### config.mk
export PLATFORM = sky130hd
export DESIGN_NAME = mem_arbiter_nport_flat
export DESIGN_NICKNAME = d
export VERILOG_FILES = /design/src/rtl/mem_arbiter_nport_if.sv /design/src/rtl/mem_arbiter_nport.sv /design/src/flat_wrapper.sv
export SDC_FILE = /design/constraint.sdc
export NUM_CORES = 1
export LEC_CHECK = 0
export ABC_AREA = 1
export CAP_MARGIN = 5
export CORE_ASPECT_RATIO = 1.75
export CORE_UTILIZATION = 34
export CTS_CLUSTER_DIAMETER = 60
export DETAILED_ROUTE_END_ITERATION = 10
export GPL_ROUTABILITY_DRIVEN = 0
export PLACE_DENSITY = 0.7
export SYNTH_ARGS = -nofsm -noshare
export SYNTH_HDL_FRONTEND = slang
export SYNTH_SLANG_ARGS = --single-unit
### constraint.sdc
create_clock -name clk_i -period 1.65 [get_ports clk_i]
set_input_delay 0.165 -clock clk_i [delete_from_list [all_inputs] [get_ports clk_i]]
set_output_delay 0.165 -clock clk_i [all_outputs]
set_load 0.02 [all_outputs]
### src/rtl/mem_arbiter_nport_if.sv
// Requester and memory bundle for mem_arbiter_nport.
// slave is the arbiter's view; master is the requesters plus memory.
interface mem_arbiter_nport_if #(
    parameter int NUM_PORTS = 2,
    parameter int ADDR_W    = 32,
    parameter int DATA_W    = 32
);
    localparam int BE_W = DATA_W / 8;

    logic [NUM_PORTS-1:0]        req_rd_i;
    logic [NUM_PORTS-1:0]        req_wr_i;
    logic [NUM_PORTS*ADDR_W-1:0] req_addr_i;
    logic [NUM_PORTS*DATA_W-1:0] req_data_i;
    logic [NUM_PORTS*BE_W-1:0]   req_byte_select_i;
    logic [NUM_PORTS-1:0]        req_ready_o;
    logic [DATA_W-1:0]           req_data_o;
    logic [NUM_PORTS-1:0]        grant_o;
    logic                        mem_ready_i;
    logic [DATA_W-1:0]           mem_data_i;
    logic                        mem_rd_o;
    logic                        mem_wr_o;
    logic [ADDR_W-1:0]           mem_addr_o;
    logic [DATA_W-1:0]           mem_data_o;
    logic [BE_W-1:0]             mem_byte_select_o;

    modport slave (
        input  req_rd_i, req_wr_i, req_addr_i, req_data_i,
        input  req_byte_select_i, mem_ready_i, mem_data_i,
        output req_ready_o, req_data_o, grant_o,
        output mem_rd_o, mem_wr_o, mem_addr_o, mem_data_o,
        output mem_byte_select_o
    );

    modport master (
        output req_rd_i, req_wr_i, req_addr_i, req_data_i,
        output req_byte_select_i, mem_ready_i, mem_data_i,
        input  req_ready_o, req_data_o, grant_o,
        input  mem_rd_o, mem_wr_o, mem_addr_o, mem_data_o,
        input  mem_byte_select_o
    );
endinterface

### src/rtl/mem_arbiter_nport.sv
// N-port arbiter onto one single-outstanding memory port.
// Fixed-priority or round-robin; each transaction is latched for its lifetime.
module mem_arbiter_nport #(
    parameter int NUM_PORTS = 2,
    parameter int ADDR_W    = 32,
    parameter int DATA_W    = 32,
    parameter int ARB_MODE  = 0
) (
    input logic                clk_i,
    input logic                rst_i,
    mem_arbiter_nport_if.slave bus
);
    localparam int BE_W  = DATA_W / 8;
    localparam int IDX_W = (NUM_PORTS > 1) ? $clog2(NUM_PORTS) : 1;

    typedef enum logic [1:0] {IDLE, BUSY, DONE} state_t;

    state_t               state_q, state_d;
    logic [IDX_W-1:0]     rr_q, rr_d;
    logic [IDX_W-1:0]     idx_q, idx_d;
    logic [NUM_PORTS-1:0] grant_q, grant_d;
    logic [NUM_PORTS-1:0] ready_q, ready_d;
    logic [DATA_W-1:0]    rdata_q, rdata_d;
    logic [DATA_W-1:0]    wdata_q, wdata_d;
    logic [ADDR_W-1:0]    addr_q, addr_d;
    logic [BE_W-1:0]      be_q, be_d;
    logic                 rd_q, rd_d;
    logic                 wr_q, wr_d;

    logic [NUM_PORTS-1:0] pending;
    logic [IDX_W-1:0]     win_fix, win_rr, win;
    int                   rr_j;
    int                   widx;

    assign pending = bus.req_rd_i | bus.req_wr_i;

    // Descending scans: the last hit is the highest-priority port.
    always_comb begin
        win_fix = '0;
        win_rr  = '0;
        rr_j    = 0;
        for (int i = NUM_PORTS - 1; i >= 0; i--) begin
            if (pending[i]) win_fix = IDX_W'(i);
        end
        for (int k = NUM_PORTS - 1; k >= 0; k--) begin
            rr_j = int'(rr_q) + k;
            if (rr_j >= NUM_PORTS) rr_j = rr_j - NUM_PORTS;
            if (pending[rr_j]) win_rr = IDX_W'(rr_j);
        end
    end

    assign win  = (ARB_MODE == 1) ? win_rr : win_fix;
    assign widx = int'(win);

    always_comb begin
        state_d = state_q;
        rr_d    = rr_q;
        idx_d   = idx_q;
        grant_d = grant_q;
        ready_d = ready_q;
        rdata_d = rdata_q;
        wdata_d = wdata_q;
        addr_d  = addr_q;
        be_d    = be_q;
        rd_d    = rd_q;
        wr_d    = wr_q;
        unique case (state_q)
            IDLE: begin
                if (|pending) begin
                    state_d       = BUSY;
                    idx_d         = win;
                    grant_d       = '0;
                    grant_d[widx] = 1'b1;
                    wr_d          = bus.req_wr_i[widx];
                    rd_d          = ~bus.req_wr_i[widx];
                    addr_d        = bus.req_addr_i[widx*ADDR_W +: ADDR_W];
                    wdata_d       = bus.req_data_i[widx*DATA_W +: DATA_W];
                    be_d          = bus.req_byte_select_i[widx*BE_W +: BE_W];
                end
            end
            BUSY: begin
                if (bus.mem_ready_i) begin
                    state_d = DONE;
                    rd_d    = 1'b0;
                    wr_d    = 1'b0;
                    rdata_d = bus.mem_data_i;
                    ready_d = grant_q;
                    rr_d    = (idx_q == IDX_W'(NUM_PORTS - 1)) ? '0 : idx_q + 1'b1;
                end
            end
            DONE: begin
                state_d = IDLE;
                grant_d = '0;
                ready_d = '0;
            end
            default: state_d = IDLE;
        endcase
    end

    always_ff @(posedge clk_i) begin
        if (rst_i) begin
            state_q <= IDLE;
            rr_q    <= '0;
            idx_q   <= '0;
            grant_q <= '0;
            ready_q <= '0;
            rdata_q <= '0;
            wdata_q <= '0;
            addr_q  <= '0;
            be_q    <= '0;
            rd_q    <= 1'b0;
            wr_q    <= 1'b0;
        end else begin
            state_q <= state_d;
            rr_q    <= rr_d;
            idx_q   <= idx_d;
            grant_q <= grant_d;
            ready_q <= ready_d;
            rdata_q <= rdata_d;
            wdata_q <= wdata_d;
            addr_q  <= addr_d;
            be_q    <= be_d;
            rd_q    <= rd_d;
            wr_q    <= wr_d;
        end
    end

    assign bus.grant_o           = grant_q;
    assign bus.req_ready_o       = ready_q;
    assign bus.req_data_o        = rdata_q;
    assign bus.mem_rd_o          = rd_q;
    assign bus.mem_wr_o          = wr_q;
    assign bus.mem_addr_o        = addr_q;
    assign bus.mem_data_o        = wdata_q;
    assign bus.mem_byte_select_o = be_q;
endmodule

### src/flat_wrapper.sv
// flat-port wrapper written by rule: the top's interface ports become plain ports
module mem_arbiter_nport_flat 
#(
    parameter int NUM_PORTS = 2,
    parameter int ADDR_W    = 32,
    parameter int DATA_W    = 32,
    parameter int ARB_MODE  = 0
)
  (clk_i, rst_i, bus_req_rd_i, bus_req_wr_i, bus_req_addr_i, bus_req_data_i, bus_req_byte_select_i, bus_mem_ready_i, bus_mem_data_i, bus_req_ready_o, bus_req_data_o, bus_grant_o, bus_mem_rd_o, bus_mem_wr_o, bus_mem_addr_o, bus_mem_data_o, bus_mem_byte_select_o);
  mem_arbiter_nport_if #(.NUM_PORTS(NUM_PORTS), .ADDR_W(ADDR_W), .DATA_W(DATA_W)) bus_i ();
  input logic clk_i;
  input logic rst_i;
  input wire logic [$bits(bus_i.req_rd_i)-1:0] bus_req_rd_i;
  input wire logic [$bits(bus_i.req_wr_i)-1:0] bus_req_wr_i;
  input wire logic [$bits(bus_i.req_addr_i)-1:0] bus_req_addr_i;
  input wire logic [$bits(bus_i.req_data_i)-1:0] bus_req_data_i;
  input wire logic [$bits(bus_i.req_byte_select_i)-1:0] bus_req_byte_select_i;
  input wire logic [$bits(bus_i.mem_ready_i)-1:0] bus_mem_ready_i;
  input wire logic [$bits(bus_i.mem_data_i)-1:0] bus_mem_data_i;
  output wire logic [$bits(bus_i.req_ready_o)-1:0] bus_req_ready_o;
  output wire logic [$bits(bus_i.req_data_o)-1:0] bus_req_data_o;
  output wire logic [$bits(bus_i.grant_o)-1:0] bus_grant_o;
  output wire logic [$bits(bus_i.mem_rd_o)-1:0] bus_mem_rd_o;
  output wire logic [$bits(bus_i.mem_wr_o)-1:0] bus_mem_wr_o;
  output wire logic [$bits(bus_i.mem_addr_o)-1:0] bus_mem_addr_o;
  output wire logic [$bits(bus_i.mem_data_o)-1:0] bus_mem_data_o;
  output wire logic [$bits(bus_i.mem_byte_select_o)-1:0] bus_mem_byte_select_o;
  assign bus_i.req_rd_i = bus_req_rd_i;
  assign bus_i.req_wr_i = bus_req_wr_i;
  assign bus_i.req_addr_i = bus_req_addr_i;
  assign bus_i.req_data_i = bus_req_data_i;
  assign bus_i.req_byte_select_i = bus_req_byte_select_i;
  assign bus_i.mem_ready_i = bus_mem_ready_i;
  assign bus_i.mem_data_i = bus_mem_data_i;
  assign bus_req_ready_o = bus_i.req_ready_o;
  assign bus_req_data_o = bus_i.req_data_o;
  assign bus_grant_o = bus_i.grant_o;
  assign bus_mem_rd_o = bus_i.mem_rd_o;
  assign bus_mem_wr_o = bus_i.mem_wr_o;
  assign bus_mem_addr_o = bus_i.mem_addr_o;
  assign bus_mem_data_o = bus_i.mem_data_o;
  assign bus_mem_byte_select_o = bus_i.mem_byte_select_o;
  mem_arbiter_nport #(.NUM_PORTS(NUM_PORTS), .ADDR_W(ADDR_W), .DATA_W(DATA_W), .ARB_MODE(ARB_MODE)) u_core (.clk_i(clk_i), .rst_i(rst_i), .bus(bus_i));
endmodule
# [After elaboration in Yosys (flattened, before gate mapping)]
# Index checks and enable logic that the tools add are counted.
[word_totals] ff_bits=108 input_bits=175 out_inout_bits=106 wordCells=50
[op_classes] order_cmp=2 n_eq_ne=4 n_reduce_logical=12 n_bitwise=2 shift=3 n_mux=18
[ops] cell="$shiftx 64x7->32" count=2
[ops] cell="$pmux 2 s2" count=3
[ops] cell="$reduce_and 2->1" count=5
[ops] cell="$mux 1" count=8
[ops] cell="$mux 2" count=4
[ops] cell="$shiftx 8x4->4" count=1
[ops] cell="$reduce_bool 2->1" count=3
[ops] cell="$pmux 1 s2" count=2
[ops] cell="$reduce_and 3->1" count=1
[ops] cell="$eq 2x1->1 const B" count=1
[ops] cell="$eq 2x2->1 const B" count=1
[ops] cell="$logic_not 2->1" count=1
[ops] cell="$lt 1x2->1 const B" count=1
[ops] cell="$ne 2x1->1 const B" count=1
[ops] cell="$ne 2x2->1 const B" count=1
[ops] cell="$or 2x2->2" count=1
[ops] cell="$reduce_or 2->1" count=1
[ops] cell="$demux 1 s1" count=1
[ops] cell="$ge 1x1->1 const B" count=1
[ops] cell="$logic_and 1x1->1" count=1
[ops] cell="$not 1->1" count=1

# [Depth between registers and ports, before layout]
# Gate-level depths: netlist of the first run.
[logic_depth] ltp_word=9 depth_mapped=9 depth_no_buf=7

# [Worst setup path before layout of the first run]
# No wires, ideal clock.
[synth_path] kind="register -> register" startpoint="register u_core.state_q[0]" endpoint="register u_core.wdata_q[10], in the netlist u_core.bus.mem_data_o[10]" setup_slack_ps=490 arrival_time_ps=1048 t_required_ps=1539 stages_incl_launch_ff=9 path_cell_list="dfxtp_1 > nor2_4 > nand2_1 > nand2_2 > buf_6 > buf_6 > nand2_1 > nor2_1 > nor2_1"
[synth_between] elab_chain_len=2
[synth_rtl] element="start, declared" line="mem_arbiter_nport.sv:18" source="state_t state_q, state_d;"
[synth_rtl] element="start signal, assigned" line="mem_arbiter_nport.sv:114" source="state_q <= state_d;"
[synth_rtl] element="$logic_not 2->1" line="mem_arbiter_nport.sv:67" source="unique case (state_q)"
[synth_rtl] element="$reduce_and 2->1 (no source line)"
[synth_rtl] element="end signal, assigned" line="mem_arbiter_nport.sv:120" source="wdata_q <= wdata_d;"
[synth_rtl] element="end, declared" line="mem_arbiter_nport.sv:24" source="logic [DATA_W-1:0] wdata_q, wdata_d;"
# Every way passes these cells.
# A chain may end at the register's enable or synchronous reset.

# [Worst setup path after layout of the first run]
[layout_path] startpoint="register u_core.rd_q, in the netlist u_core.bus.mem_rd_o" endpoint="output bus_mem_rd_o"
[layout_lines] element="start, declared" line="mem_arbiter_nport.sv:27" source="logic rd_q, rd_d;"
[layout_lines] element="start signal, assigned" line="mem_arbiter_nport.sv:123" source="rd_q <= rd_d;"
[layout_lines] element="end, declared" line="flat_wrapper.sv:23" source="output wire logic [$bits(bus_i.mem_rd_o)-1:0] bus_mem_rd_o;"
# No word-level cell between the ends.

==> key figures, run 1 <==
Finish
  – Commonest non-fill, non-tap cells in the layout: 286 x nand2_1, 280 x clkdlybuf4s50_1, 207 x nor2_1
  – # diodes: 0
  – Nets: approximately 1400
  – Fin area: 8850 sq um
  – P&R area growth vs syn: 62.6%
  – Layout cell share with drive strength beyond 1: 4.40%
  – Leading cell type in the layout, fill and taps excluded: nand2_1

Clock network
  – Clock Latency Late Sink: 350 ps
  – Htree depth: 3
  – CTS Root Cell: clkbuf_16
  – CTS Buf Count: 9
  – CTS tree: done
  – Number of clock sinks: 108
  – Setup bufs post-CTS: 0
  – Post-CTS resize count: 0
  – Worst-path clk slew: 80 ps
  – Hold Buf Count CTS: 0
  – CTS Buffer Depth: 2

Yosys
  – Yosys reg bits: 108
  – Synth cell types: 18
  – Post-synthesis sequential area ratio: 39.7%
  – Synth Warn #: 0
  – Gate Count Post-Synth: 916
  – Mapped Nets: between 1000 and 1500
  – Synthesized area: ~5400 sq um
  – Syn avg cell area: between 5 and 6 sq um

Global route
  – GRT Total Usage: between 20% and 30%
  – Grt total ovfl: 0
  – Maximum number of pins on one net before global-route repair: 51
  – First-pass GRT wire length: 28300 um
  – Antenna violations before repair: 0
  – Vias in the first global route: 5649

Setup path
  – CP Capture Type: output pin
  – Top cell family by delay on the critical path: buffers and inverters
  – Max FO, Critical Path: 2
  – Worst R2R Setup Slack: 320 ps
  – Worst r2r dst: u_core.bus.mem_addr_o[28]
  – Worst EP required: 1480 ps
  – CP peak stage delay: 690 ps
  – Buffers plus inverters on the worst setup path: 1
  – Critical Path AT: between 1000 and 1500 ps
  – WS Path Type: register to output pin
  – Reg2Reg Depth: 7
  – Setup crit start kind: register
  – Critical-path top delay cell: clkdlybuf4s50_1
  – Crit Reg-Reg Startpoint: u_core.state_q[0]
  – CP Cell Sequence: clkdlybuf4s50_1

Outcome
  – Failing checks: DRC
  – Status: finished with violations

Power and ir drop
  – Final Power: roughly 0.0077 W
  – Cell Pwr Density: around 870 nW/um^2
  – Maximum VDD drop: 478 uV
  – Leak Pwr: 4.18 nW

STA
  – RSZ-0062 raised after global routing: false
  – Fin. Hold Viols: 0
  – Final worst slack: 103 ps
  – Clock Skew: 12.7 ps
  – Final Max Tran Viols: 0
  – Fin crit share: between 90% and 100%
  – F_max: 646 MHz
  – Max_slew headroom: around 74%
  – Min cycle time layout: 1550 ps
  – Final setup vio count: 0
  – Worst slew pin tran: 394 ps

Routing
  – Routed via count: 6056
  – 1st-iter DRT viols: ~250
  – Vias per std cell: 4.42
  – Routed wire length: 18100 um
  – Detailed-router iteration count before antenna repair: 8
  – Routed len/inst: 13.2 um
  – Antenna-violating nets left: 0
  – Drt drc: 40

Placement
  – Final HPWL DP: 13600 um
  – Worst setup slack after placement: -62.3 ps
  – Cell area after placement: 8550 sq um
  – Buffers on Ports: 280

Hold path
  – Min-delay src: bus_mem_data_i[19]
  – Hold Crit Class: primary input to register
  – Worst hold stages: 3
  – Hold EP: u_core.bus.req_data_o[19]

Floorplan
  – Rows: 60
  – Die area: around 17000 sq um
  – Chip width: 97.7 um
  – Initial Utilization: 35.0%
  – Core area: 15500 sq um
  – Die height: 169 um
  – I/O pin cnt: 281

Flow run
  – Max-cap violation count: 0
-- metrics by stage --
stage	TNS, ps	cells	hold slack (ps)	util, %
4_1_cts	0	1369	354	57.0
3_3_place_gp	-201	1353	452	55.0
2_1_floorplan	0	916	308	-
5_1_grt	0	1369	366	57.0
6_report	0	1369	367	57.0
3_5_place_dp	-2570	1353	455	55.0
-- worst max path at each step --
stage / from / slack (ps) / depth (start not counted) / end
finish: u_core.bus.mem_rd_o / 100 / 1 / bus_mem_rd_o
global route: u_core.bus.mem_rd_o / 40 / 1 / bus_mem_rd_o
CTS: u_core.bus.mem_rd_o / 70 / 1 / bus_mem_rd_o
detailed placement: bus_req_wr_i[1] / -60 / 8 / u_core.bus.mem_data_o[23]
global placement: bus_req_wr_i[0] / -40 / 9 / u_core.bus.mem_addr_o[28]
floorplan: u_core.state_q[0] / 490 / 8 / u_core.bus.mem_data_o[10]
-- tightest hold or removal path: stages --
cell and delay [ps]:
clkdlybuf4s50_1 390, nand2_1 60, a21oi_1 50
-- Yosys cell counts, drive strengths merged --
library cell	n	area share (%)
nand2	289	20
nor2	210	15
inv	146	10
dfxtp	108	40
nand3	72	6.7
buf	39	4.2
a21oi	36	3.3
clkbuf	13	0.90
o21ai	2	0.18
or2	1	0.11
-- state kept, by name (all words and copies together), names as in the netlist --
register                      cells
u_core.state_q                    2
u_core.bus.req_ready_o            2
u_core.bus.grant_o                2
u_core.bus.mem_wr_o               1
u_core.bus.mem_rd_o               1
u_core.bus.req_data_o            32
u_core.bus.mem_byte_select_o      4
u_core.bus.mem_addr_o            32
u_core.bus.mem_data_o            32
-- cells by family after synthesis --
| group | share of synthesized area [%] |
|---|---|
| AO/OA/AOI/OAI | 3.49 |
| buffers and inverters | 15.2 |
| flip-flops | 39.7 |
| AND/OR/NAND/NOR | 41.6 |
-- routing by layer --
metal	GRT usage (%)	part of all wire (%)
met5	0	0
met4	9.75	3.9
met3	4.24	5.9
met2	42.9	55
met1	21.3	35
-- where the power goes --
group,switching [W],internal [W],total (W)
clock,0.00104,0.00120,0.00225
sequential,0.000128,0.00285,0.00298
combinational,0.00124,0.00119,0.00243
-- layout make-up --
cell class,instances,area [sq um]
clock buffers,9,225
repair buffers,303,3140
fillers,1499,6690
flip-flops and latches,108,2160
inverters,146,548
multi-input cells,610,2460
clock inverters,7,81.3
well taps,186,233
(Power assumes the default switching activity.)
==> run 2: changes to the inputs <==
--- a/config.mk
+++ b/config.mk
@@ -8,11 +8,11 @@
 export ABC_AREA = 1
 export CAP_MARGIN = 5
 export CORE_ASPECT_RATIO = 1.75
-export CORE_UTILIZATION = 34
+export CORE_UTILIZATION = 40
 export CTS_CLUSTER_DIAMETER = 60
 export DETAILED_ROUTE_END_ITERATION = 10
 export GPL_ROUTABILITY_DRIVEN = 0
-export PLACE_DENSITY = 0.7
+export PLACE_DENSITY = 0.81
 export SYNTH_ARGS = -nofsm -noshare
 export SYNTH_HDL_FRONTEND = slang
 export SYNTH_SLANG_ARGS = --single-unit
==> key figures, run 2 (synthesis results as in run 1) <==
Floorplan
  – Die area: between 10000 and 15000 sq um
  – Rows: 56
  – Initial Utilization: 40.9%
  – Die height: approximately 160 um
  – Chip width: 90.2 um
  – Core area: 13300 sq um
  – I/O pin cnt: between 200 and 300

Clock network
  – Worst-path clk slew: roughly 80 ps
  – Setup bufs post-CTS: 0
  – Post-CTS resize count: 0
  – CTS Buf Count: 9
  – Hold Buf Count CTS: 0
  – CTS Buffer Depth: 2
  – Number of clock sinks: 108
  – CTS Root Cell: clkbuf_16
  – CTS tree: done
  – Htree depth: 3
  – Clock Latency Late Sink: 340 ps

Power and ir drop
  – Maximum VDD drop: just under 600 uV
  – Leak Pwr: 4.16 nW
  – Cell Pwr Density: 868 nW/um^2

Global route
  – Antenna violations before repair: 1
  – First-pass GRT wire length: about 28000 um
  – Grt total ovfl: 0
  – Maximum number of pins on one net before global-route repair: 51
  – Vias in the first global route: 5665
  – GRT Total Usage: between 20% and 30%

Routing
  – Routed wire length: 17300 um
  – Routed len/inst: 12.8 um
  – 1st-iter DRT viols: 268
  – Detailed-router iteration count before antenna repair: 5
  – Routed via count: approximately 6100
  – Drt drc: 0
  – Vias per std cell: 4.51
  – Antenna-violating nets left: 0

Setup path
  – CP Capture Type: output pin
  – Worst EP required: 1480 ps
  – Critical-path top delay cell: clkdlybuf4s50_1
  – CP peak stage delay: 670 ps
  – WS Path Type: register to output pin
  – Critical Path AT: 1350 ps
  – Setup crit start kind: register
  – Top cell family by delay on the critical path: buffers and inverters
  – Buffers plus inverters on the worst setup path: 1
  – CP Cell Sequence: clkdlybuf4s50_1
  – Max FO, Critical Path: 2

STA
  – Max_slew headroom: 77.9%
  – Final setup vio count: 0
  – Final Max Tran Viols: 0
  – Fin. Hold Viols: 0
  – Clock Skew: 5.55 ps
  – Final hold slack: 372 ps
  – Min cycle time layout: 1510 ps
  – F_max: 661 MHz
  – RSZ-0062 raised after global routing: false
  – Fin crit share: 91.7%
  – Worst slew pin tran: 332 ps

Finish
  – Leading cell type in the layout, fill and taps excluded: nand2_1
  – # diodes: 0
  – Commonest non-fill, non-tap cells in the layout: 286 x nand2_1, 280 x clkdlybuf4s50_1, 207 x nor2_1
  – Nets: 1352
  – Fill count: 1256
  – Final Util: 66.1%
  – P&R area growth vs syn: 61.6%
  – FF+latch area: 2160 sq um
  – Layout cell share with drive strength beyond 1: 4.31%
  – Area taken by multi-input logic gates: around 2500 sq um

Hold path
  – Hold Crit Class: primary input to register

Outcome
  – Status: finished clean

Placement
  – Final HPWL DP: around 13000 um
  – Buffers on Ports: 280

Flow run
  – Max-cap violation count: 0
-- run 2: worst paths after layout --
| check | start | to | slack (ps) | depth (start not counted) |
|---|---|---|---|---|
| hold / removal | bus_mem_data_i[29] | u_core.bus.req_data_o[29] | 370 | 3 |
| setup reg to reg | u_core.state_q[0] | u_core.bus.mem_data_o[4] | 310 | 7 |
| hold reg to reg | u_core.bus.req_data_o[24] | u_core.bus.req_data_o[24] | 460 | 2 |
| setup / recovery | u_core.bus.mem_wr_o | bus_mem_wr_o | 140 | 1 |
-- run 2: area by class of cell --
| cell class | instances | area share [%] |
|---|---|---|
| Sequential cell | 108 | 24.6 |
| Multi-Input combinational cell | 610 | 28.0 |
| Clock buffer | 9 | 2.56 |
| Inverter | 146 | 6.23 |
| Clock inverter | 7 | 0.995 |
| Timing Repair Buffer | 302 | 35.2 |
| Tap cell | 174 | 2.47 |
-- run 2: metrics by stage --
step / cell area, sq um / setup WS, ps / TNS [ps] / power [W] / std cells
after floorplan: 5440 / 490 / 0 / 0.00426 / 916
after global placement: 8490 / -4.80 / -4.80 / 0.00542 / 1340
after detailed placement: 8490 / -46.4 / -1190 / 0.00545 / 1340
after CTS: 8800 / 105 / 0 / 0.00773 / 1356
after global routing: 8800 / 78.9 / 0 / 0.00810 / 1356
final: 8800 / 137 / 0 / 0.00764 / 1356
-- run 2: routing by layer --
metal | vias up | global-route usage, % | share of wire [%]
li1 | 3195 | - | -
met1 | 2673 | 26.3 | 38
met2 | 202 | 45.5 | 53
met3 | 40 | 4.76 | 5.1
met4 | 2 | 12.9 | 4.3
met5 | - | 0 | 0.069
-- run 2: where the power goes --
group	switching [W]	total [W]	internal, W
clock	0.00104	0.00226	0.00122
combinational	0.00122	0.00240	0.00118
sequential	0.000128	0.00298	0.00285
total	0.00239	0.00764	0.00525
==> run 3: changes to the inputs <==
==> constraint.sdc (replaced) <==
create_clock -name clk_i -period 1.65 [get_ports clk_i]
set_input_delay 0.33 -clock clk_i [delete_from_list [all_inputs] [get_ports clk_i]]
set_output_delay 0.33 -clock clk_i [all_outputs]
set_load 0.02 [all_outputs]
==> key figures, run 3 (synthesis results as in run 1) <==
STA
  – Min cycle time layout: 1620 ps
  – Fin. Hold Viols: 0
  – Fin crit share: 98.4%
  – TNS Setup: 0 ps
  – Final setup vio count: 0
  – Final worst slack: 26.7 ps
  – F_max: 616 MHz
  – Max_slew headroom: 78.1%
  – Worst slew pin tran: 328 ps
  – Clock Skew: 8.63 ps
  – Final Max Tran Viols: 0
  – RSZ-0062 raised after global routing: false

Global route
  – Maximum number of pins on one net before global-route repair: 51
  – Vias in the first global route: 5610
  – Grt total ovfl: 0
  – First-pass GRT wire length: 27400 um
  – GRT Total Usage: 24.5%
  – Antenna violations before repair: 0

Routing
  – Routed wire length: 17900 um
  – 1st-iter DRT viols: 254
  – Routed len/inst: 13.1 um
  – Detailed-router iteration count before antenna repair: 6
  – Vias per std cell: 4.51
  – Antenna-violating nets left: 0
  – Routed via count: just over 6000
  – Drt drc: 0

Finish
  – Fill count: 1179
  – # diodes: 0
  – Commonest non-fill, non-tap cells in the layout: 286 x nand2_1, 207 x nor2_1, 190 x clkdlybuf4s50_1
  – Area taken by multi-input logic gates: 2460 sq um
  – Nets: 1358
  – FF+latch area: ~2200 sq um
  – P&R area growth vs syn: 63.8%
  – Leading cell type in the layout, fill and taps excluded: nand2_1
  – Layout cell share with drive strength beyond 1: 4.80%

Clock network
  – Clock Latency Late Sink: 350 ps
  – Worst-path clk slew: approximately 80 ps
  – CTS Buffer Depth: 2
  – CTS tree: done
  – Number of clock sinks: 108
  – Hold Buf Count CTS: 0
  – Htree depth: 3
  – CTS Buf Count: 9
  – CTS Root Cell: clkbuf_16

Setup path
  – Critical Path AT: approximately 1300 ps
  – Top cell family by delay on the critical path: buffers and inverters
  – Reg2Reg Depth: 7
  – CP peak stage delay: 610 ps
  – WP depth: 1
  – CP Cell Sequence: clkdlybuf4s50_1
  – CP Capture Type: output pin
  – Setup crit start kind: register
  – Crit Reg-Reg Startpoint: u_core.state_q[0]
  – Critical-path top delay cell: clkdlybuf4s50_1
  – WS Path Type: register to output pin
  – Worst r2r dst: u_core.bus.mem_data_o[6]
  – Max FO, Critical Path: 2
  – Buffers plus inverters on the worst setup path: 1
  – Worst EP required: 1320 ps
  – Worst R2R Setup Slack: 340 ps

Hold path
  – Hold EP: u_core.bus.req_data_o[23]
  – Hold Crit Class: register to register
  – Worst hold stages: 2
  – Min-delay src: u_core.bus.req_data_o[23]

Floorplan
  – Die height: around 160 um
  – I/O pin cnt: approximately 280
  – Initial Utilization: 40.9%
  – Core area: 13300 sq um
  – Die area: 14100 sq um
  – Chip width: around 90 um
  – Rows: 56

Flow run
  – Max-cap violation count: 0

Power and ir drop
  – Maximum VDD drop: 516 uV
  – Cell Pwr Density: between 800 and 900 nW/um^2
  – Leak Pwr: slightly above 5 nW

Placement
  – Buffers on Ports: 280
  – Final HPWL DP: 12900 um
  – Worst setup slack after placement: -208 ps

Outcome
  – Status: finished clean
==> run 3: final cells by class <==
class / count / area share (%)
clock buffers: 9 / 2.53
inverters: 146 / 6.14
repair buffers: 308 / 36.3
flip-flops and latches: 108 / 24.2
clock inverters: 7 / 0.744
well taps: 174 / 2.44
multi-input cells: 610 / 27.6
==> run 3: worst reg2reg max path: stages, from the launching register on <==
cell and delay (ps):
dfxtp_1 360, nor2_4 140, nand2_1 90, nand2_2 140
buf_12 200, nand2_1 110, nor2_1 110, nor2_1 40
==> run 3: worst max-delay path by stage <==
stage                         startpoint                               to  slack, ps
6_report        u_core.bus.mem_data_o[1]                bus_mem_data_o[1]         30
5_1_grt        u_core.bus.req_data_o[10]               bus_req_data_o[10]       0.07
4_1_cts        u_core.bus.req_data_o[15]               bus_req_data_o[15]        0.2
2_1_floorplan            bus_req_rd_i[0]        u_core.bus.mem_data_o[10]        470
3_5_place_dp             bus_req_wr_i[1]         u_core.bus.mem_data_o[5]       -210
3_3_place_gp             bus_req_wr_i[0]  u_core.bus.mem_byte_select_o[1]       -160
==> run 3: per-stage QoR <==
| step | utilization, % | instance area [sq um] | hold WS [ps] | std cells | power [W] |
|---|---|---|---|---|---|
| after detailed placement | 64.3 | 8560 | 455 | 1346 | 0.00547 |
| final | 67.0 | 8920 | 464 | 1362 | 0.00745 |
| after global routing | 67.0 | 8920 | 484 | 1362 | 0.00787 |
| after global placement | 64.3 | 8560 | 451 | 1346 | 0.00544 |
| after CTS | 66.1 | 8800 | 467 | 1362 | 0.00754 |
| after floorplan | - | 5440 | 473 | 916 | 0.00426 |
==> run 3: power breakdown <==
group	total, W	internal, W	leakage, nW	switching, W
sequential	0.00297	0.00285	0.891	0.000119
combinational	0.00234	0.00111	4.07	0.00124
clock	0.00213	0.00107	0.138	0.00107
==> run 3: timing repair <==
action / 4_1_cts / 5_1_grt
gates resized for setup: 41 / 49
cloned: 0 / 0
buffers inserted: 0 / 0
endpoints found under the setup margin: 41 / 49
==> run 3: layer usage <==
metal | routed length [um] | global-route usage, % | vias up
met2 | 9660 | 46.6 | 239
met3 | 1050 | 4.32 | 34
met5 | 0 | 0 | -
li1 | - | - | 3216
met4 | 609 | 11.3 | 0
met1 | 6550 | 25.8 | 2649
